$ cat config.mk
export PLATFORM = sky130hd
export DESIGN_NAME = apb_slave_mem_flat
export DESIGN_NICKNAME = d
export VERILOG_FILES = /design/src/rtl/apb_pkg.sv /design/src/rtl/apb_slave_mem_if.sv /design/src/rtl/apb_mem_array.sv /design/src/rtl/apb_slave_mem.sv /design/src/flat_wrapper.sv
export SDC_FILE = /design/constraint.sdc
export NUM_CORES = 1
export LEC_CHECK = 0
export ABC_AREA = 1
export BUFFER_PORTS_ARGS = -buffer_cell sky130_fd_sc_hd__buf_2
export CORE_MARGIN = 1.5
export CORE_UTILIZATION = 55
export CTS_CLUSTER_SIZE = 25
export DETAILED_ROUTE_END_ITERATION = 12
export MAX_ROUTING_LAYER = met4
export PLACE_DENSITY = 0.68
export SLEW_MARGIN = 20
export SYNTH_ARGS = -nofsm -noshare
export SYNTH_HDL_FRONTEND = slang
export SYNTH_SLANG_ARGS = --single-unit
$ cat constraint.sdc
create_clock -name PCLK -period 3.2 [get_ports PCLK]
set_clock_uncertainty 0.1 [all_clocks]
set_input_delay 0.32 -clock PCLK [delete_from_list [all_inputs] [get_ports PCLK]]
set_output_delay 0.32 -clock PCLK [all_outputs]
set_load 0.05 [all_outputs]
$ cat src/rtl/apb_pkg.sv
// Shared definitions for the APB byte-memory slave: bus widths, FSM encoding
// and the saturating wait-counter helper.
package apb_pkg;

  localparam int APB_ADDR_W = 9;
  localparam int APB_DATA_W = 8;
  localparam int WAIT_CNT_W = 4;

  typedef enum logic [0:0] {
    ST_IDLE   = 1'b0,
    ST_ACCESS = 1'b1
  } apb_state_e;

  // Count up toward the limit and hold there so the counter can never wrap.
  function automatic logic [WAIT_CNT_W-1:0] wait_sat_inc(
    input logic [WAIT_CNT_W-1:0] cnt,
    input logic [WAIT_CNT_W-1:0] lim
  );
    logic [WAIT_CNT_W-1:0] res;
    if (cnt < lim) begin
      res = cnt + WAIT_CNT_W'(1);
    end else begin
      res = cnt;
    end
    return res;
  endfunction

endpackage

$ cat src/rtl/apb_slave_mem_if.sv
// APB slave-side bus bundle. PADDR carries the slave-local address only; the
// top address bit is decoded upstream into the per-slave select.
interface apb_slave_mem_if #(
  parameter int ADDR_W = apb_pkg::APB_ADDR_W - 1,
  parameter int DATA_W = apb_pkg::APB_DATA_W
);

  logic              PSEL;
  logic              PENABLE;
  logic              PWRITE;
  logic [ADDR_W-1:0] PADDR;
  logic [DATA_W-1:0] PWDATA;
  logic [DATA_W-1:0] PRDATA;
  logic              PREADY;
  logic              PSLVERR;

  modport master (
    output PSEL, PENABLE, PWRITE, PADDR, PWDATA,
    input  PRDATA, PREADY, PSLVERR
  );

  modport slave (
    input  PSEL, PENABLE, PWRITE, PADDR, PWDATA,
    output PRDATA, PREADY, PSLVERR
  );

endinterface

$ cat src/rtl/apb_mem_array.sv
// Byte storage for the APB slave: asynchronously cleared, written on the
// clock edge, read combinationally.
module apb_mem_array #(
  parameter int DATA_W = 8,
  parameter int DEPTH  = 64,
  parameter int IDX_W  = $clog2(DEPTH)
) (
  input  logic              clk_i,
  input  logic              rst_n_i,
  input  logic              we_i,
  input  logic [IDX_W-1:0]  waddr_i,
  input  logic [DATA_W-1:0] wdata_i,
  input  logic [IDX_W-1:0]  raddr_i,
  output logic [DATA_W-1:0] rdata_o
);

  logic [DATA_W-1:0] mem_q [DEPTH];

  // Storage update: full clear on reset, single-byte write otherwise.
  always_ff @(posedge clk_i or negedge rst_n_i) begin
    if (!rst_n_i) begin
      for (int i = 0; i < DEPTH; i++) begin
        mem_q[i] <= '0;
      end
    end else if (we_i) begin
      mem_q[waddr_i] <= wdata_i;
    end
  end

  assign rdata_o = mem_q[raddr_i];

endmodule

$ cat src/rtl/apb_slave_mem.sv
// APB slave with a small byte memory, programmable wait states and an
// out-of-range error response.
module apb_slave_mem
  import apb_pkg::*;
#(
  parameter int ADDR_W      = 8,
  parameter int DATA_W      = 8,
  parameter int DEPTH       = 64,
  parameter int WAIT_CYCLES = 2
) (
  input  logic            PCLK,
  input  logic            PRST,
  apb_slave_mem_if.slave  bus
);

  localparam int IDX_W = $clog2(DEPTH);
  localparam logic [WAIT_CNT_W-1:0] WAIT_V  = WAIT_CYCLES[WAIT_CNT_W-1:0];
  localparam logic [ADDR_W:0]       DEPTH_V = DEPTH[ADDR_W:0];

  apb_state_e        state_q, state_d;
  logic [WAIT_CNT_W-1:0] wait_q, wait_d;
  logic [ADDR_W-1:0] addr_q, addr_d;
  logic [DATA_W-1:0] wdata_q, wdata_d;
  logic              write_q, write_d;

  logic              ready_s;
  logic              err_s;
  logic              mem_we_s;
  logic [DATA_W-1:0] mem_rdata_s;
  logic [DATA_W-1:0] prdata_s;

  // Transfer context and wait counter; all cleared asynchronously.
  always_ff @(posedge PCLK or negedge PRST) begin
    if (!PRST) begin
      state_q <= ST_IDLE;
      wait_q  <= '0;
      addr_q  <= '0;
      wdata_q <= '0;
      write_q <= 1'b0;
    end else begin
      state_q <= state_d;
      wait_q  <= wait_d;
      addr_q  <= addr_d;
      wdata_q <= wdata_d;
      write_q <= write_d;
    end
  end

  // Ready and error are pure functions of the registered transfer context.
  always_comb begin
    ready_s = 1'b0;
    err_s   = ({1'b0, addr_q} >= DEPTH_V);
    if (state_q == ST_ACCESS) begin
      ready_s = (wait_q == WAIT_V);
    end else begin
      ready_s = 1'b0;
    end
  end

  // Protocol FSM: latch on setup, count waits, complete or abort.
  always_comb begin
    state_d  = state_q;
    wait_d   = wait_q;
    addr_d   = addr_q;
    wdata_d  = wdata_q;
    write_d  = write_q;
    mem_we_s = 1'b0;
    case (state_q)
      ST_IDLE: begin
        if (bus.PSEL && !bus.PENABLE) begin
          addr_d  = bus.PADDR;
          wdata_d = bus.PWDATA;
          write_d = bus.PWRITE;
          wait_d  = '0;
          state_d = ST_ACCESS;
        end else begin
          state_d = ST_IDLE;
        end
      end
      ST_ACCESS: begin
        if (!bus.PSEL) begin
          state_d = ST_IDLE;
        end else if (bus.PENABLE) begin
          if (ready_s) begin
            mem_we_s = write_q && !err_s;
            state_d  = ST_IDLE;
          end else begin
            wait_d = wait_sat_inc(wait_q, WAIT_V);
          end
        end else begin
          state_d = ST_ACCESS;
        end
      end
      default: begin
        state_d = ST_IDLE;
      end
    endcase
  end

  // Read data is only presented for an in-range read that is completing.
  always_comb begin
    prdata_s = '0;
    if (ready_s && !write_q && !err_s) begin
      prdata_s = mem_rdata_s;
    end else begin
      prdata_s = '0;
    end
  end

  assign bus.PREADY  = ready_s;
  assign bus.PSLVERR = ready_s && err_s;
  assign bus.PRDATA  = prdata_s;

  apb_mem_array #(
    .DATA_W (DATA_W),
    .DEPTH  (DEPTH),
    .IDX_W  (IDX_W)
  ) u_mem (
    .clk_i   (PCLK),
    .rst_n_i (PRST),
    .we_i    (mem_we_s),
    .waddr_i (addr_q[IDX_W-1:0]),
    .wdata_i (wdata_q),
    .raddr_i (addr_q[IDX_W-1:0]),
    .rdata_o (mem_rdata_s)
  );

endmodule

$ cat src/flat_wrapper.sv
// flat-port wrapper written by rule: the top's interface ports become plain ports
module apb_slave_mem_flat import apb_pkg::*;
#(
  parameter int ADDR_W      = 8,
  parameter int DATA_W      = 8,
  parameter int DEPTH       = 64,
  parameter int WAIT_CYCLES = 2
)
  (PCLK, PRST, bus_PSEL, bus_PENABLE, bus_PWRITE, bus_PADDR, bus_PWDATA, bus_PRDATA, bus_PREADY, bus_PSLVERR);
  apb_slave_mem_if #(.ADDR_W(ADDR_W), .DATA_W(DATA_W)) bus_i ();
  input  logic PCLK;
  input  logic PRST;
  input wire logic [$bits(bus_i.PSEL)-1:0] bus_PSEL;
  input wire logic [$bits(bus_i.PENABLE)-1:0] bus_PENABLE;
  input wire logic [$bits(bus_i.PWRITE)-1:0] bus_PWRITE;
  input wire logic [$bits(bus_i.PADDR)-1:0] bus_PADDR;
  input wire logic [$bits(bus_i.PWDATA)-1:0] bus_PWDATA;
  output wire logic [$bits(bus_i.PRDATA)-1:0] bus_PRDATA;
  output wire logic [$bits(bus_i.PREADY)-1:0] bus_PREADY;
  output wire logic [$bits(bus_i.PSLVERR)-1:0] bus_PSLVERR;
  assign bus_i.PSEL = bus_PSEL;
  assign bus_i.PENABLE = bus_PENABLE;
  assign bus_i.PWRITE = bus_PWRITE;
  assign bus_i.PADDR = bus_PADDR;
  assign bus_i.PWDATA = bus_PWDATA;
  assign bus_PRDATA = bus_i.PRDATA;
  assign bus_PREADY = bus_i.PREADY;
  assign bus_PSLVERR = bus_i.PSLVERR;
  apb_slave_mem #(.ADDR_W(ADDR_W), .DATA_W(DATA_W), .DEPTH(DEPTH), .WAIT_CYCLES(WAIT_CYCLES)) u_core (.PCLK(PCLK), .PRST(PRST), .bus(bus_i));
endmodule
==> results.toml <==
[grt]
grt_pass1_wl_um = 122000
grt_pass1_vias = 21500
grt_max_degree = 124
track_usage_pct = 34.3
antenna_found_initial = 0
grt_overflow = 0

[cells_and_area]
register_area_mm2 = 0.0134
area_growth_syn_to_layout_pct = 17.1
fin_nets = 3430
diodes = 0
drive_gt1_share_pct = 9.38
multi_input_area_mm2 = 0.0109
fillers = 3821

[yosys]
syn_area_mm2 = 0.0252
synth_top_cell_area_share_pct = 53.0
yosysWarnings = 0
ys_seq_elements = 534
synth.area.top_cells = "dfrtp_1 (53%), nand2_1 (29%), o21ai_0 (11%)"
syn_area_per_cell_um2 = 7.39
synth_nets = 3437
synth.distinct_cells = 24
synth_top_area_cell = "dfrtp_1"
yosysSeqAreaShare_pct = 53.0
syn_inst = 3414

[pwr]
combPwrFrac_pct = 15.7
max-vdd-ir-drop_mv = 0.417
intPower_mw = 12.1
pwr-share-seq_pct = 40.9
power_mw = 16.9
p_sw_share_pct = 28.4
power.static_leakage_nw = 14.9
pwr-share-clk_pct = 43.4
switching_power_mw = 4.80
powerDensity_mw_per_mm2 = 572

[job]
drv_cap = 0

[setup_path]
crit_path_end_kind = "output port"
startpoint_type = "register"
path_class = "register to output port"
required_ns = 2.78
reg2reg_slack_ns = 0.14
crit_path_max_fanout = 11
reg2regPathDepth = 8
rr_startpoint = "u_core.wait_q[0]$_DFFE_PN0P_"
r2r_end = "u_core.u_mem.mem_q[295]$_DFFE_PN0P_"
cp.arrival_ns = 2.78

[timing]
slew_violations = 0
rsz0062_at_grt = "yes"
relSlewSlack_pct = 39.5
finalCriticalPeriod_ns = 3.20
setup_violations = 1
worst-slew-pin-transition_ns = 0.897
finalHoldViolations = 0
clock.fmax_mhz = 312
tns_ns = -0.00358
period_share_pct = 100
whs_ns = 0.0376
worst_slack_ns = -0.00358

[die]
initial_utilization_pct = 55.7
ios = 31
core_mm2 = 0.0453
die-area_mm2 = 0.0471
die_h_um = 217
die_x_um = 217
rows = 78

[placed_design]
port_buffers = 30
place_ws_ns = 0.380
place_hpwl_um = 46000
routabilityCongestion = 0.928

[clock_network]
clk_pin_slew_ns = 0.07
cts_made_buffers = 56
ctsLongestPathBuffers = 3
cts.sinks = 534
cts_tree = "built"
clkLatencyLatePin_ns = 0.63
htree_levels = 2
root_buffer = "clkbuf_16"

[worst_hold_path]
min_path_type = "primary input to register"
worstHoldStart = "bus_PSEL"
hold_depth = 5
holdPathEnd = "u_core.wait_q[1]$_DFFE_PN0P_"

[route]
vias = 23200
drt-total-wl_um = 80400
drc_errors = 0
postRouteAntennaNets = 0
viasPerCell = 5.71
drt-initial-drc-count = 2948
routedWlPerCell_um = 19.8
firstDrtPassIters = 6

[run_status]
status = "finished, violations left"
violations = "setup timing"
==> sequential cells by signal, summed over array words and instances, names as in the netlist <==
register,cells
u_core.write_q,1
u_core.u_mem.mem_q,512
u_core.wdata_q,8
u_core.wait_q,4
u_core.state_q,1
u_core.addr_q,8
==> stage by stage <==
stage,utilization (%),instances,cell area (um^2)
2_1_floorplan,-,3414,25200
3_3_place_gp,57.8,3890,26200
3_5_place_dp,57.8,3890,26200
4_1_cts,63.9,4034,28900
5_1_grt,65.2,4054,29500
6_report,65.2,4054,29500
==> power by group through the flow <==
stage | Clock (mW) | Combinational [mW] | Sequential [mW]
after floorplan | 0 | 1.02 | 6.98
after global placement | 0 | 1.96 | 7.02
after detailed placement | 0 | 1.97 | 7.03
after CTS | 7.40 | 2.29 | 6.90
after global routing | 7.67 | 2.73 | 6.91
final | 7.34 | 2.65 | 6.91
==> cells by family after synthesis <==
logic type,synth area share (%)
compound gates,11.1
fa+ha+maj,0.0992
buf+inv,4.54
flops,53.0
simple gates,31.2
==> per-layer routing <==
metal  vias to the layer above  global-route usage [%]  share of wire (%)
met2                      1117                    52.1                 46
met4                         0                    14.0                4.1
met5                         -                       -                  0
met1                     11200                    46.4                 42
met3                       193                    5.05                7.8
li1                      10700                       -                  -
==> cell usage after synthesis <==
| library cell | number |
|---|---|
| o21ai_0 | 532 |
| ha_1 | 2 |
| o21ai_1 | 5 |
| dfrtp_1 | 534 |
| nor3_1 | 8 |
| inv_2 | 3 |
| nand4_4 | 3 |
| clkbuf_1 | 134 |
| nand2_1 | 1960 |
| o32ai_1 | 1 |
| nor2_1 | 48 |
| a21oi_1 | 11 |
| nand4_1 | 5 |
| inv_1 | 45 |
| buf_1 | 20 |
| buf_2 | 75 |
| nor3_2 | 2 |
| o211ai_1 | 7 |
| nand3_4 | 7 |
| nand3_2 | 1 |
| buf_6 | 1 |
| nor2_2 | 1 |
| or2_2 | 3 |
| nand3_1 | 6 |
==> worst max-delay path: stages, from the launching register on <==
cell      delay (ns)
dfrtp_4         0.52
buf_6           0.14
buf_16          0.15
buf_16          0.15
buf_4           0.14
o211ai_1        0.23
nand2_1         0.10
o21ai_2         0.19
nand2_1         0.11
nor2_4          0.13
a21oi_4         0.09
buf_12          0.18
==> what timing repair did <==
item                       4_1_cts  5_1_grt
buffers inserted                12        5
pin swaps                       10       16
hold endpoints to repair        86        0
gates resized for setup         45       57
hold buffers                    19        0
cloned                           9       16
setup endpoints to repair        8        8
==> layout by cell type (no fill, tap or decap), types with 11 or more instances in the layout <==
cell type	Yosys	final
buf_12	0	26
buf_16	0	16
buf_2	75	21
buf_4	0	55
bufinv_16	0	11
clkbuf_16	0	70
clkbuf_8	0	16
clkinv_2	0	15
dfrtp_1	534	531
dlygate4sd3_1	0	19
inv_1	45	36
nand2_1	1960	1937
nand2_2	0	23
nor2_1	48	38
o21ai_0	532	526
==> layout make-up <==
class | instances | share of cell area [%]
multi-input combinational | 2602 | 36.9
inverter | 48 | 0.754
tap | 600 | 2.54
clock inverter | 27 | 1.44
clock buffer | 78 | 5.64
timing repair inverter | 3 | 0.140
sequential | 534 | 45.3
timing repair buffer | 162 | 7.30
==> worst max-delay path by stage <==
stage / from / to / slack, ns
after floorplan: u_core.addr_q[0]$_DFFE_PN0P_ / bus_PRDATA[2] / 0.42
after global placement: u_core.addr_q[0]$_DFFE_PN0P_ / bus_PRDATA[5] / 0.39
after detailed placement: u_core.addr_q[0]$_DFFE_PN0P_ / bus_PRDATA[5] / 0.38
after CTS: u_core.addr_q[0]$_DFFE_PN0P_ / bus_PRDATA[5] / -0.01
after global routing: u_core.addr_q[0]$_DFFE_PN0P_ / bus_PRDATA[4] / -0.08
final: u_core.addr_q[0]$_DFFE_PN0P_ / bus_PRDATA[6] / -0.004
Note: power is estimated with default switching activity, not from simulation.
